`src/rtl/mod10_counter.sv`:
```
// -----------------------------------------------------------------------------
// mod10_counter
//
// Free-running modulo-N up counter. It steps on every rising clk edge outside
// reset and runs 0, 1, ..., MODULUS-1, 0, 1, ... with no enable, load or
// direction control. If the register ever holds a value that is out of range,
// the next clock edge outside reset returns it to 0.
//
// Parameters
//   MODULUS : count sequence length. The counter runs 0 .. MODULUS-1.
//             The default is 10.
//   WIDTH   : bit width of count. The default is 4.
//
// Ports (in this order, so a positional hookup of the first three is legal)
//   clk   in   1      rising-edge clock
//   rst   in   1      asynchronous reset, active-low (0 = reset asserted)
//   count out  WIDTH  current counter value, driven straight from the register
//   tc    out  1      terminal count, high while count == MODULUS-1
// -----------------------------------------------------------------------------
module mod10_counter #(
  parameter int MODULUS = 10,
  parameter int WIDTH   = 4
) (
  input  logic             clk,
  input  logic             rst,
  output logic [WIDTH-1:0] count,
  output logic             tc
);

  // Refuse to elaborate a counter that cannot hold its own sequence.
  if (MODULUS < 2 || (WIDTH < 31 && (1 << WIDTH) < MODULUS)) begin : g_bad_params
    $error("mod10_counter: need MODULUS >= 2 and 2**WIDTH >= MODULUS");
  end

  localparam logic [WIDTH-1:0] LAST = WIDTH'(MODULUS - 1);

  logic [WIDTH-1:0] r_count;
  logic [WIDTH-1:0] w_count_nxt;

  // One comparison covers both cases. At LAST the counter wraps normally.
  // Above LAST the value is illegal and also goes back to 0, so an upset
  // register never walks through codes outside the sequence.
  always_comb begin
    // NOTE: the default is assigned first so every path drives the signal and no latch is inferred.
    w_count_nxt = r_count + 1'b1;
    if (r_count >= LAST) begin
      w_count_nxt = '0;
    end
  end

  // NOTE: the reset is asynchronous, so count clears as soon as rst falls,
  // without waiting for a clock edge.
  always_ff @(posedge clk or negedge rst) begin
    if (!rst) begin
      // NOTE: use non-blocking assignment for all sequential state.
      r_count <= '0;
    end else begin
      r_count <= w_count_nxt;
    end
  end

  assign count = r_count;

  // count is 0 while reset is asserted, and LAST is never 0, so tc is
  // guaranteed low during reset.
  assign tc = (r_count == LAST);

endmodule

```
`config.mk`:
```
export PLATFORM = sky130hd
export DESIGN_NAME = mod10_counter
export DESIGN_NICKNAME = d
export VERILOG_FILES = /design/src/rtl/mod10_counter.sv
export SDC_FILE = /design/constraint.sdc
export NUM_CORES = 1
export LEC_CHECK = 0
export ABC_AREA = 1
export BUFFER_PORTS_ARGS = -buffer_cell sky130_fd_sc_hd__clkbuf_2
export CAP_MARGIN = 10
export CORE_AREA = 2 2 39 41
export DETAILED_ROUTE_END_ITERATION = 16
export DIE_AREA = 0 0 41 43
export GPL_TIMING_DRIVEN = 0
export PLACE_DENSITY = 0.39
export REMOVE_ABC_BUFFERS = 1
export SYNTH_ARGS = -nofsm -noshare
export SYNTH_HDL_FRONTEND = slang
export SYNTH_SLANG_ARGS = --single-unit
```
`constraint.sdc`:
```
create_clock -name clk -period 1.14 [get_ports clk]
set_clock_uncertainty 0.05 [all_clocks]
set_input_delay 0.228 -clock clk [delete_from_list [all_inputs] [get_ports clk]]
set_output_delay 0.228 -clock clk [all_outputs]
set_load 0.005 [all_outputs]
```
==> out/metrics.cfg, run 1 <==
[global_routing]
grt_usage_pct = 6.36
gr-total-overflow = 0
antenna_found_initial = 0
grt_pass1_vias = 210
grt_max_degree = 7
grt_pass1_wl_um = 710

[worst_setup_path]
r2r_end = count[0]
reg2reg_depth = 6
cp.arrival_ns = 1.10
path_cells = inv_2, ha_4, clkinv_4, nor3_2, buf_2
cp.required_ns = 0.86
worstSetupPathType = flip-flop to output port
cpMaxStageDelayCell = dfrtp_1
cp-startpoint = count[1]
cp-end-kind = output port
startpoint_type = flip-flop
worstPathMaxFanout = 2
r2r-start = count[0]
r2r_setup_slack_ns = -0.11
max_stage_delay_ns = 0.38

[status]
status = complete, but fails checks
violations = negative setup slack

[detailed_routing]
viasPerCell = 3.54
wl_met2_um = 218
top_layer = met3
drc = 0
first_iter_violations = 0
firstDrtPassIters = 1
final_antenna_net_count = 0
wl_met1_um = 236
wl_per_cell_um = 8.73
vias = 198
drt-total-wl_um = 489
met3WireLength_um = 35

[final_layout]
stdcell_count = 56
mostFrequentLayoutCells = inv_1, clkbuf_2, buf_4
antenna-diode-count = 0
fin_area_um2 = 397
drive_gt1_share_pct = 65.0
area_growth_pct = 78.1
layout.nets = 47
largest_reg_flops = 4

[synthesis]
synth_top_cell_by_area = dfrtp_1
yosysTopAreaCellShare_pct = 44.9
avgSynthCellArea_um2 = 8.91
yosysSeqAreaShare_pct = 44.9
ys_seq_elements = 4
ys_top_cells_by_area = dfrtp_1, ha_1, inv_1
syn_inst = 25
yosys_warnings = 0
syn-cell-area_um2 = 223
synth_cell_types = 12

[power_and_ir_drop]
p_leak_uw = 0.000191
power.density_nw_per_um2 = 804
vdd_ir_drop_max_mv = 0.394
power_uw = 319

[floorplan]
dieArea_um2 = 1760
row_count = 14
start_util_pct = 16.1
core_um2 = 1380
dieWidth_um = 41
die_y_um = 43
io_pins = 7

[sta]
max_freq_mhz = 728
hold_viol_final = 0
maxSlewHeadroom_pct = 86.9
maxSlewViolCount = 0
worstMarginPinSlew_ns = 0.196
min_period_ns = 1.37
period_share_pct = 120
final.setup.worst_slack_ns = -0.234
fin_hold_ws_ns = 0.276
rsz0062_at_grt = true
setup_viol = 7

[run]
cap_violations = 0

[placement]
dpl_cell_area_um2 = 273
pre_cts_slack_ns = -0.165
place_inst = 47
port_buffers = 6
place_congestion = 0.597
dp_hpwl_um = 320

[clocking]
insertion_delay_ns = 0.23
cts_htree_levels = 1
clk_pin_slew_ns = 0.04
clock_sinks = 4
cts_tree = yes
clk_path_buf_depth = 2
cts_buffers = 3
cts-root-buf = clkbuf_4

[worst_hold_path]
hold_path_class = input port to async pin

-- stage by stage --
| stage | TNS, ns | utilization [%] |
|---|---|---|
| 3_5_place_dp | -0.165 | 19.7 |
| 3_3_place_gp | -0.175 | 19.7 |
| 5_1_grt | -1.12 | 28.7 |
| 2_1_floorplan | -0.0278 | - |
| 4_1_cts | -0.382 | 25.9 |
| 6_report | -0.791 | 28.7 |
-- per-layer routing --
metal,vias up,track usage [%]
li1,108,-
met1,83,6.89
met2,7,8.44
met3,0,1.57
met4,0,8.00
met5,-,0
-- critical path: cells and delay by family (launching register included) --
family                   cells  cell delay [ns]
flip-flops                   1             0.38
adder cells (fa/ha/maj)      1             0.14
buffers and inverters        3             0.26
AND/OR/NAND/NOR              1             0.09
-- power by group --
part / internal (uW) / switching (uW) / total [uW]
logic: 3.43 / 2.70 / 6.14
registers: 143 / 0 / 143
clock network: 117 / 52.5 / 170
-- kinds of logic after synthesis --
family                     after synthesis  share of synthesized area [%]
and+or+nand+nor                          7                           15.7
AOI/OAI and AO/OA                        4                           10.7
DFF                                      4                           44.9
adders and majority gates                3                           16.9
buffers and inverters                    7                           11.8
-- worst max path at each step --
stage / end / slack, ns / cells past startpoint
2_1_floorplan: tc / -0.03 / 4
3_3_place_gp: tc / -0.18 / 5
3_5_place_dp: tc / -0.17 / 5
4_1_cts: tc / -0.24 / 5
5_1_grt: tc / -0.28 / 5
6_report: tc / -0.23 / 5
-- area by class of cell --
| type | count | area (um^2) |
|---|---|---|
| clock buffers | 3 | 22.5 |
| inverters | 7 | 31.3 |
| multi-input cells | 14 | 134 |
| flip-flops and latches | 4 | 101 |
| well taps | 16 | 20.0 |
| repair buffers | 12 | 87.6 |
| fillers | 160 | 987 |
-- timing repair --
action                                  4_1_cts  5_1_grt
endpoints found under the setup margin        1        8
endpoints found under the hold margin         4        0
resized for setup                             6        9
buffers inserted                              4        2
pin swaps                                     2        3
hold buffers                                  1        0
-- cell usage after synthesis --
master and instances:
a21oi_1 3, a21oi_2 1, clkinv_1 1, dfrtp_1 4, ha_1 3, inv_1 5, inv_2 1, nand2_1 3
nand3_1 1, nand3_2 1, nor2_1 1, nor3_1 1
(Power assumes the default switching activity.)
==> run 2, diff against run 1 <==
--- a/config.mk
+++ b/config.mk
@@ -12,6 +12,7 @@
 export DETAILED_ROUTE_END_ITERATION = 16
 export DIE_AREA = 0 0 41 43
 export GPL_TIMING_DRIVEN = 0
+export MAX_ROUTING_LAYER = met4
 export PLACE_DENSITY = 0.39
 export REMOVE_ABC_BUFFERS = 1
 export SYNTH_ARGS = -nofsm -noshare
==> run 2 against run 1 <==
Net effect: the flow still finishes with violations (negative setup slack); core utilization is the same; combinational power about the same; critical path depth unchanged; flip-flop and latch count did not move; setup slack improved by 0.0013 ns; routed wire length shrank 0.61%; non-clock buffer count unchanged; largest cell class unchanged; largest power group unchanged.
==> out/metrics.cfg, run 2 (synthesis results as in run 1) <==
[status]
status = complete, but fails checks
violations = negative setup slack

[worst_setup_path]
path_cells = inv_2, ha_4, clkinv_4, nor3_2, buf_2
critPathTopFamily = flip-flops
startpoint_type = flip-flop
cp.arrival_ns = 1.09
crit_buf_inv = 3
worstPathMaxFanout = 2
cpMaxStageDelayCell = dfrtp_1
cp.required_ns = 0.86
worstSetupPathType = flip-flop to output port
cp-end-kind = output port
max_stage_delay_ns = 0.38

[floorplan]
die_y_um = 43
start_util_pct = 16.1
dieArea_um2 = 1760
core_um2 = 1380
io_pins = 7
dieWidth_um = 41
row_count = 14

[global_routing]
top_usage_layer = met2
gr-total-overflow = 0
grt_util_met1_pct = 6.89
grt_usage_pct = 6.52
grt_pass1_vias = 209
grt_pass1_wl_um = 710
met2_usage_pct = 8.44
grt_max_degree = 7
antenna_found_initial = 0
grt_util_met3_pct = 1.57

[placement]
port_buffers = 6
place_congestion = 0.601
dp_hpwl_um = 320
dpl_cell_area_um2 = 273
pre_cts_slack_ns = -0.165

[final_layout]
layout.nets = 47
largest_reg_flops = 4
fin_area_um2 = 397
fill_cells = 160
area_growth_pct = 78.1
drive_gt1_share_pct = 65.0
antenna-diode-count = 0
mostFrequentLayoutCells = inv_1, clkbuf_2, buf_4
final_util_pct = 28.7

[clocking]
insertion_delay_ns = 0.23
clk_pin_slew_ns = 0.04
cts_htree_levels = 1
clk_path_buf_depth = 2
cts_tree = yes
cts-root-buf = clkbuf_4
cts_buffers = 3
clock_sinks = 4

[sta]
hold_viol_final = 0
final.setup.worst_slack_ns = -0.232
fin_hold_ws_ns = 0.277
maxSlewViolCount = 0
rsz0062_at_grt = true
worstMarginPinSlew_ns = 0.196
setup_viol = 7
max_freq_mhz = 729
period_share_pct = 120
maxSlewHeadroom_pct = 86.9
min_period_ns = 1.37

[detailed_routing]
vias = 198
first_iter_violations = 1
firstDrtPassIters = 2
drc = 0
final_antenna_net_count = 0
viasPerCell = 3.54
drt-total-wl_um = 486
wl_per_cell_um = 8.68

[run]
cap_violations = 0

[power_and_ir_drop]
power_uw = 318
vdd_ir_drop_max_mv = 0.394
power.density_nw_per_um2 = 801
p_leak_uw = 0.000191

[worst_hold_path]
hold_path_class = input port to async pin

==> run 2: cell counts in the layout (fill, tap and decap cells not counted) <==
No cell type changed its count.
==> run 2: repair_timing <==
action,in CTS,in global routing
gates cloned,0,0
setup buffers,4,2
hold endpoints to repair,4,0
gates resized for setup,6,9
hold buffers,1,0
setup endpoints to repair,1,8
pin swaps,2,3
==> run 2: metrics by stage <==
| stage | TNS, ns | std cells |
|---|---|---|
| floorplan | -0.0278 | 25 |
| global placement | -0.175 | 47 |
| detailed placement | -0.165 | 47 |
| CTS | -0.382 | 55 |
| global route | -1.12 | 56 |
| finish | -0.783 | 56 |
==> run 2: layout make-up <==
type / count / area (um^2) / area share, %
Clock buffer: 3 / 22.5 / 5.68
Tap cell: 16 / 20.0 / 5.05
Inverter: 7 / 31.3 / 7.89
Multi-Input combinational cell: 14 / 134 / 33.8
Timing Repair Buffer: 12 / 87.6 / 22.1
Sequential cell: 4 / 101 / 25.6
==> run 2: final timing paths <==
check / slack (ns) / startpoint / endpoint / cells after the start
hold / removal: 0.28 / rst / count[1] / 2
setup / recovery: -0.23 / count[1] / tc / 5
max in group asynchronous: 0.63 / rst / count[3] / 2
hold reg to reg: 0.46 / count[3] / count[1] / 1
setup reg to reg: -0.11 / count[0] / count[0] / 6
min in group clk: 0.46 / count[3] / count[1] / 1
==> run 2: routing by layer <==
metal	part of all wire [%]	vias up	wire length (um)
li1	-	108	-
met1	49	83	236
met2	45	7	218
met3	6.6	0	32
met4	0	0	0
met5	0	-	0
==> run 2: where the power goes <==
| group | switching, uW | total, uW | internal (uW) |
|---|---|---|---|
| Sequential | 0 | 143 | 143 |
| Combinational | 2.69 | 6.12 | 3.43 |
| Clock | 51.4 | 169 | 117 |
| Total | 54.1 | 318 | 264 |
